==> src/rtl/tpu_bridge_pkg.sv <==
// Shared types and helpers for the TPU host bridge.
// Widths here bound the top-level parameters (DATA_W, ADDR_W, REGION_IDX_W).
package tpu_bridge_pkg;

  localparam int BR_ADDR_W = 64;
  localparam int BR_DATA_W = 64;
  localparam int BR_IDX_W  = 4;

  typedef struct packed {
    logic [BR_DATA_W-1:0] rdata;
    logic                 err;
    logic                 is_write;
  } rsp_entry_t;

  typedef struct packed {
    logic                valid;
    logic [BR_IDX_W-1:0] idx;
    logic                err;
    logic                we;
  } pipe_entry_t;

  function automatic logic [BR_IDX_W-1:0] region_idx(input logic [BR_ADDR_W-1:0] addr,
                                                     input int unsigned         shift);
    return BR_IDX_W'(addr >> shift);
  endfunction

endpackage

==> src/rtl/tpu_bridge_rsp_fifo.sv <==
// Synchronous response FIFO of rsp_entry_t with occupancy count.
// Head entry reads as zero while empty.
module tpu_bridge_rsp_fifo
  import tpu_bridge_pkg::*;
#(
  parameter int DEPTH = 4,
  parameter int CNT_W = $clog2(DEPTH + 1)
) (
  input  logic             clk,
  input  logic             rst,
  input  logic             push,
  input  rsp_entry_t       din,
  input  logic             pop,
  output logic             valid,
  output rsp_entry_t       dout,
  output logic [CNT_W-1:0] count
);

  localparam int PTR_W = (DEPTH > 1) ? $clog2(DEPTH) : 1;

  rsp_entry_t       mem [DEPTH];
  logic [PTR_W-1:0] wr_ptr;
  logic [PTR_W-1:0] rd_ptr;
  logic             do_pop;

  function automatic logic [PTR_W-1:0] ptr_inc(input logic [PTR_W-1:0] p);
    return (int'(p) == DEPTH - 1) ? '0 : p + PTR_W'(1);
  endfunction

  assign valid  = (count != '0);
  assign do_pop = pop && valid;
  assign dout   = valid ? mem[rd_ptr] : '0;

  always_ff @(posedge clk) begin
    if (push) mem[wr_ptr] <= din;
  end

  always_ff @(posedge clk) begin
    if (rst) begin
      wr_ptr <= '0;
      rd_ptr <= '0;
      count  <= '0;
    end else begin
      if (push)   wr_ptr <= ptr_inc(wr_ptr);
      if (do_pop) rd_ptr <= ptr_inc(rd_ptr);
      case ({push, do_pop})
        2'b10:   count <= count + CNT_W'(1);
        2'b01:   count <= count - CNT_W'(1);
        default: ;
      endcase
    end
  end

  a_no_overflow: assert property (@(posedge clk) disable iff (rst)
    !(push && int'(count) == DEPTH));

endmodule

==> src/rtl/tpu_host_bridge.sv <==
// Host-side bridge: decodes single-beat requests onto NUM_REGIONS slave ports and returns
// in-order responses through a credit-managed FIFO. Optional: TPU_BRIDGE_ERRLOG_EN.
module tpu_host_bridge
  import tpu_bridge_pkg::*;
#(
  parameter int NUM_REGIONS  = 3,
  parameter int ADDR_W       = 64,
  parameter int DATA_W       = 64,
  parameter int LOCAL_ADDR_W = 16,
  parameter int REGION_SHIFT = 16,
  parameter int REGION_IDX_W = 4,
  parameter int RD_LATENCY   = 1,
  parameter int RSP_DEPTH    = 4
) (
  input  logic                                clk,
  input  logic                                rst,
  input  logic                                req_valid,
  output logic                                req_ready,
  input  logic                                req_we,
  input  logic [ADDR_W-1:0]                   req_addr,
  input  logic [DATA_W-1:0]                   req_wdata,
  output logic                                rsp_valid,
  input  logic                                rsp_ready,
  output logic [DATA_W-1:0]                   rsp_rdata,
  output logic                                rsp_err,
  output logic                                rsp_is_write,
  output logic [NUM_REGIONS-1:0]              region_en,
  output logic                                region_we,
  output logic [LOCAL_ADDR_W-1:0]             region_addr,
  output logic [DATA_W-1:0]                   region_wdata,
  input  logic [NUM_REGIONS-1:0][DATA_W-1:0]  region_rdata
`ifdef TPU_BRIDGE_ERRLOG_EN
  ,
  output logic [ADDR_W-1:0]                   err_addr,
  output logic                                err_seen
`endif
);

  localparam int CNT_W = $clog2(RSP_DEPTH + 1);
  localparam logic [BR_IDX_W-1:0] IDX_MASK = BR_IDX_W'((1 << REGION_IDX_W) - 1);

  logic [BR_IDX_W-1:0] idx_p0;
  logic                err_p0;
  logic                acc_p0;
  pipe_entry_t         issue_p1;
  pipe_entry_t         ret_p2 [RD_LATENCY];
  pipe_entry_t         last_p2;
  logic [CNT_W-1:0]    fifo_count;
  logic [CNT_W-1:0]    inflight;
  logic [DATA_W-1:0]   sel_rdata;
  rsp_entry_t          push_entry;
  rsp_entry_t          head_entry;
  logic                push;

  // Stage p0: decode and credit check
  assign idx_p0 = region_idx(BR_ADDR_W'(req_addr), REGION_SHIFT) & IDX_MASK;
  assign err_p0 = (int'(idx_p0) >= NUM_REGIONS);
  assign acc_p0 = req_valid && req_ready;

  always_comb begin
    inflight = CNT_W'(issue_p1.valid);
    for (int s = 0; s < RD_LATENCY; s++) inflight += CNT_W'(ret_p2[s].valid);
  end

  assign req_ready = !rst && (int'(fifo_count) + int'(inflight) + 1 <= RSP_DEPTH);

  // Stage p1: issue strobe; stage p2: return pipe matching slave read latency
  always_ff @(posedge clk) begin
    if (rst) begin
      issue_p1     <= '0;
      region_en    <= '0;
      region_we    <= 1'b0;
      region_addr  <= '0;
      region_wdata <= '0;
      for (int s = 0; s < RD_LATENCY; s++) ret_p2[s] <= '0;
    end else begin
      issue_p1.valid <= acc_p0;
      issue_p1.idx   <= idx_p0;
      issue_p1.err   <= err_p0;
      issue_p1.we    <= req_we;
      for (int r = 0; r < NUM_REGIONS; r++)
        region_en[r] <= acc_p0 && !err_p0 && (idx_p0 == BR_IDX_W'(r));
      if (acc_p0) begin
        region_we    <= req_we;
        region_addr  <= req_addr[LOCAL_ADDR_W-1:0];
        region_wdata <= req_wdata;
      end
      ret_p2[0] <= issue_p1;
      for (int s = 1; s < RD_LATENCY; s++) ret_p2[s] <= ret_p2[s-1];
    end
  end

  // Stage p2 exit: capture slave data into the response FIFO
  assign last_p2 = ret_p2[RD_LATENCY-1];
  assign push    = last_p2.valid;

  always_comb begin
    sel_rdata = '0;
    for (int r = 0; r < NUM_REGIONS; r++)
      if (last_p2.idx == BR_IDX_W'(r)) sel_rdata = region_rdata[r];
    push_entry.rdata    = (last_p2.we || last_p2.err) ? '0 : BR_DATA_W'(sel_rdata);
    push_entry.err      = last_p2.err;
    push_entry.is_write = last_p2.we;
  end

  tpu_bridge_rsp_fifo #(
    .DEPTH (RSP_DEPTH),
    .CNT_W (CNT_W)
  ) u_rsp_fifo (
    .clk   (clk),
    .rst   (rst),
    .push  (push),
    .din   (push_entry),
    .pop   (rsp_ready),
    .valid (rsp_valid),
    .dout  (head_entry),
    .count (fifo_count)
  );

  assign rsp_rdata    = DATA_W'(head_entry.rdata);
  assign rsp_err      = head_entry.err;
  assign rsp_is_write = head_entry.is_write;

`ifdef TPU_BRIDGE_ERRLOG_EN
  // First unmapped access wins; later errors leave the log untouched until reset.
  always_ff @(posedge clk) begin
    if (rst) begin
      err_seen <= 1'b0;
      err_addr <= '0;
    end else if (acc_p0 && err_p0 && !err_seen) begin
      err_seen <= 1'b1;
      err_addr <= req_addr;
    end
  end
`endif

endmodule

==> config.mk <==
export PLATFORM = sky130hd
export DESIGN_NAME = tpu_host_bridge
export DESIGN_NICKNAME = d
export VERILOG_FILES = /design/src/rtl/tpu_bridge_pkg.sv /design/src/rtl/tpu_bridge_rsp_fifo.sv /design/src/rtl/tpu_host_bridge.sv
export SDC_FILE = /design/constraint.sdc
export NUM_CORES = 1
export LEC_CHECK = 0
export CORE_ASPECT_RATIO = 0.6
export CORE_UTILIZATION = 47
export DETAILED_ROUTE_END_ITERATION = 10
export PLACE_DENSITY = 0.8
export SLEW_MARGIN = 30
export SYNTH_ARGS = -nofsm -noshare
export SYNTH_HDL_FRONTEND = slang
export SYNTH_HIERARCHICAL = 1
export SYNTH_SLANG_ARGS = --single-unit
==> constraint.sdc <==
create_clock -name clk -period 2.9 [get_ports clk]
set_input_delay 0.29 -clock clk [delete_from_list [all_inputs] [get_ports clk]]
set_output_delay 0.29 -clock clk [all_outputs]
set_load 0.01 [all_outputs]
==> tab_implementation.tex <==
\begin{tabular}{lr}
\hline
Metric & Value \\
\hline
\multicolumn{2}{l}{\textbf{Run status}} \\
\quad Status & finished clean \\
\multicolumn{2}{l}{\textbf{Timing}} \\
\quad Hold slack & 0.331 ns \\
\quad Setup ws final & between 0.08 and 0.09 ns \\
\quad Number of hold violations in the final report & 0 \\
\quad Min cycle time layout & $\sim$2.8 ns \\
\quad Worst slew margin relative to its limit & 0.387 \\
\quad Count of final setup violators & 0 \\
\quad Slew at the pin with the worst max-slew slack & about 0.9 ns \\
\quad Max frequency & 356 MHz \\
\quad Final sum of negative setup slack & 0 ns \\
\quad Max-slew violation count & 0 \\
\quad Layout Skew & roughly 0.016 ns \\
\quad Part of the cycle the worst path needs & 0.970 \\
\multicolumn{2}{l}{\textbf{Yosys}} \\
\quad Synthesis Warnings & 6 \\
\quad Synthesized area & between 0.015 and 0.02 mm² \\
\quad Instance count of the mapped netlist & $\sim$1100 \\
\quad Number of synthesized flops with an enable pin & between 200 and 300 \\
\quad Yosys top cell by area & edfxtp\_1 \\
\quad Leading cell type by number of instances after synthesis & edfxtp\_1 \\
\quad Post-synthesis average cell area & 14.0 µm² \\
\quad Async SR Flop Fraction & 0 \\
\quad Part of the Yosys area used for sequential elements & 0.645 \\
\quad Number of library cell types mapped by synthesis & 38 \\
\quad Post-synthesis sequential element count & around 370 \\
\quad Area fraction of the dominant cell type after synthesis & 0.508 \\
\quad Most used standard cells in the synthesized netlist & 264 x edfxtp\_1, 150 x a21oi\_1, 107 x dfxtp\_1 \\
\quad Synth Net Count & roughly 1500 \\
\quad Main area contributors after synthesis & edfxtp\_1 51\%, dfxtp\_1 14\%, mux4\_2 9.5\% \\
\quad Primary flip-flop cell chosen by synthesis mapping & edfxtp\_1 \\
\multicolumn{2}{l}{\textbf{Min path}} \\
\quad Class of the worst hold path & input port to flip-flop \\
\multicolumn{2}{l}{\textbf{Detailed routing}} \\
\quad Average vias per placed instance & 5.69 \\
\quad Initial DRC Count & 775 \\
\quad Post-route DRC violation count & 0 \\
\quad Detailed-route via count & roughly 11000 \\
\quad Final wirelength & 41600 µm \\
\quad Routed wirelength normalized by instance count & 21.3 µm \\
\quad Length of the first detailed-routing pass in iterations & 5 \\
\quad Number of routed nets with antenna violations & 0 \\
\multicolumn{2}{l}{\textbf{Die}} \\
\quad Area inside the core boundary & around 0.033 mm² \\
\quad Row Count & 51 \\
\quad \# IOs & $\sim$480 \\
\quad Initial standard-cell utilization of the core & 0.480 \\
\quad Total Die Area & $\sim$0.034 mm² \\
\quad Die X & approximately 240 µm \\
\quad Vertical extent of the die & approximately 140 µm \\
\multicolumn{2}{l}{\textbf{Worst setup path}} \\
\quad Worst endpoint data arrival time & between 2 and 3 ns \\
\quad R2R Path End & region\_en[2]\$\_SDFF\_PP0\_ \\
\quad Start-to-end type of the worst setup path & flip-flop to output pin \\
\quad Largest delay contributor family on the critical path & adder cells \\
\quad Startpoint of the worst register-to-register path & ret\_p2[0][6]\$\_SDFF\_PP0\_ \\
\quad Register-to-Register Path Depth & 11 \\
\quad Critical path data required time & $\sim$2.6 ns \\
\quad Critical path peak fanout & 2 \\
\quad Critical path capture point & req\_ready \\
\quad Worst setup path startpoint & ret\_p2[0][6]\$\_SDFF\_PP0\_ \\
\quad Buffers and inverters on the worst path & 4 \\
\quad Largest stage delay on the critical path & 0.42 ns \\
\quad Number of stages on the worst setup path & 9 \\
\quad Kind of capture point of the worst setup path & output pin \\
\quad Flop2flop setup slack & roughly 0.13 ns \\
\quad Critical Path, Cell by Cell & inv\_1 > ha\_1 > inv\_2 > ha\_4 > fa\_1 > or2\_1 > a221o\_2 > clkinv\_4 > buf\_6 \\
\quad Cell with the biggest individual delay on the critical path & fa\_1 \\
\quad Setup crit start kind & flip-flop \\
\multicolumn{2}{l}{\textbf{Global routing}} \\
\quad GRT overflow & 0 \\
\quad Total Routing Usage GR & 0.238 \\
\quad Maximum number of pins on one net before global-route repair & 103 \\
\quad Antenna violations before repair & 2 \\
\quad First-pass GRT wire length & slightly above 60000 µm \\
\quad Via count of the first global-routing pass & between 10000 and 15000 \\
\multicolumn{2}{l}{\textbf{CTS}} \\
\quad Max Root-Sink Buffers & 3 \\
\quad Clock sink count & roughly 370 \\
\quad Worst skew pair latency & 0.52 ns \\
\quad Number of H-tree levels & 2 \\
\quad Count of hold-fix buffers inserted at cts & 0 \\
\quad Master cell of the clock root buffer & clkbuf\_16 \\
\quad Number of buffers added by the clock tree synthesis step & 35 \\
\quad Clk pin slew, worst setup/hold paths & approximately 0.06 ns \\
\quad CTS tree & yes \\
\multicolumn{2}{l}{\textbf{Layout}} \\
\quad Final design utilization & 0.654 \\
\quad Share of final-layout standard cells stronger than drive strength 1 & 0.109 \\
\quad Post-synthesis to final-layout area growth & 36.4\% \\
\quad Post-layout net count & between 1500 and 2000 \\
\quad Post-Layout Inst Area & 0.0213 mm² \\
\multicolumn{2}{l}{\textbf{Power}} \\
\quad Power density over cell area & 658 mW/mm² \\
\quad Static leakage power & 7.05 nW \\
\quad IR Drop Worst-Case VDD & $\sim$0.0005 V \\
\multicolumn{2}{l}{\textbf{Placed design}} \\
\quad Placed Area & around 0.020 mm² \\
\quad Detailed placer's ending HPWL & roughly 27000 µm \\
\quad Post-Place Setup Slack & between 0.04 and 0.05 ns \\
\quad Final Wtd Congestion & between 0.7 and 0.8 \\
\quad Port bufs & between 400 and 500 \\
\multicolumn{2}{l}{\textbf{Job}} \\
\quad Max-cap check violation count & 0 \\
\hline
\end{tabular}
-- power breakdown --
group	internal (mW)	switching [mW]	total (mW)
logic	1.95	1.75	3.70
clock network	2.34	1.93	4.27
registers	5.94	0.104	6.04
-- flip-flops by register name, indices dropped and copies added (netlist names), named ones only --
register and count:
u_rsp_fifo/mem 264, ret_p2 7, region_wdata 64, issue_p1 7, region_we 1, u_rsp_fifo/rd_ptr 2
u_rsp_fifo/count 3, u_rsp_fifo/wr_ptr 2, region_en 3, region_addr 16
-- cells in the final DEF, fill, tap and decap left out, types with 9 or more instances in the layout --
master,instances
edfxtp_1,264
o21ai_0,82
clkbuf_16,35
nand2b_1,64
inv_1,10
a21oi_1,150
buf_4,12
clkdlybuf4s50_1,429
o221ai_1,64
nand3_1,81
dfxtp_1,102
buf_12,9
nor2b_1,11
and2_1,66
mux4_2,66
clkinv_2,9
-- timing repair --
action / 4_1_cts / 5_1_grt
gates cloned: 0 / 0
endpoints found under the setup margin: 6 / 72
buffers inserted: 0 / 2
hold endpoints to repair: 0 / 0
pin swaps: 1 / 4
gates resized for setup: 11 / 3
-- metal layers --
metal / share of wire / track usage
met2: 0.48 / 0.389
met5: 0 / 0
met3: 0.076 / 0.0613
met4: 0.027 / 0.0795
met1: 0.42 / 0.312
-- worst min-delay path by stage --
stage,startpoint,to,slack [ns],cells past startpoint
6_report,req_addr[13],region_addr[13]$_SDFFE_PP0P_,0.33,3
5_1_grt,req_addr[13],region_addr[13]$_SDFFE_PP0P_,0.31,3
4_1_cts,req_addr[5],region_addr[5]$_SDFFE_PP0P_,0.31,3
3_5_place_dp,issue_p1[3]$_SDFF_PP0_,ret_p2[0][3]$_SDFF_PP0_,0.42,1
3_3_place_gp,issue_p1[3]$_SDFF_PP0_,ret_p2[0][3]$_SDFF_PP0_,0.42,1
2_1_floorplan,rst,u_rsp_fifo/count[2]$_SDFFE_PP0P_,0.36,1
-- worst min-delay path: stages --
cell and delay, ns:
clkdlybuf4s50_1 0.39, nand3_1 0.06, a21oi_1 0.05
-- cells by family (layout without fill, tap and decap cells) --
kind of cell               Yosys count  count (layout)  share of synthesized area
DFF                                371             371                      0.645
AOI/OAI and AO/OA                  300             300                      0.112
and+or+nand+nor                    249             249                     0.0950
buffers and inverters              113             532                     0.0404
muxes                               67              67                     0.0958
adders and majority gates           11              11                    0.00978
xor gates and xnor gates             3               3                    0.00168
other                                0               1                          0
-- metrics by stage --
stage	total power [mW]	cells
5_1_grt	14.6	1958
3_3_place_gp	9.76	1894
6_report	14.0	1958
3_5_place_dp	9.85	1894
4_1_cts	14.1	1955
2_1_floorplan	8.10	1114
-- final cells by class --
class,count,area [µm²]
Inverter,13,53.8
Sequential cell,371,10100
Fill cell,2337,11300
Clock buffer,42,912
Timing Repair Buffer,458,4650
Multi-Input combinational cell,630,4940
Tap cell,424,531
Clock inverter,19,128
Antenna cell,1,2.50
(Power assumes the default switching activity.)
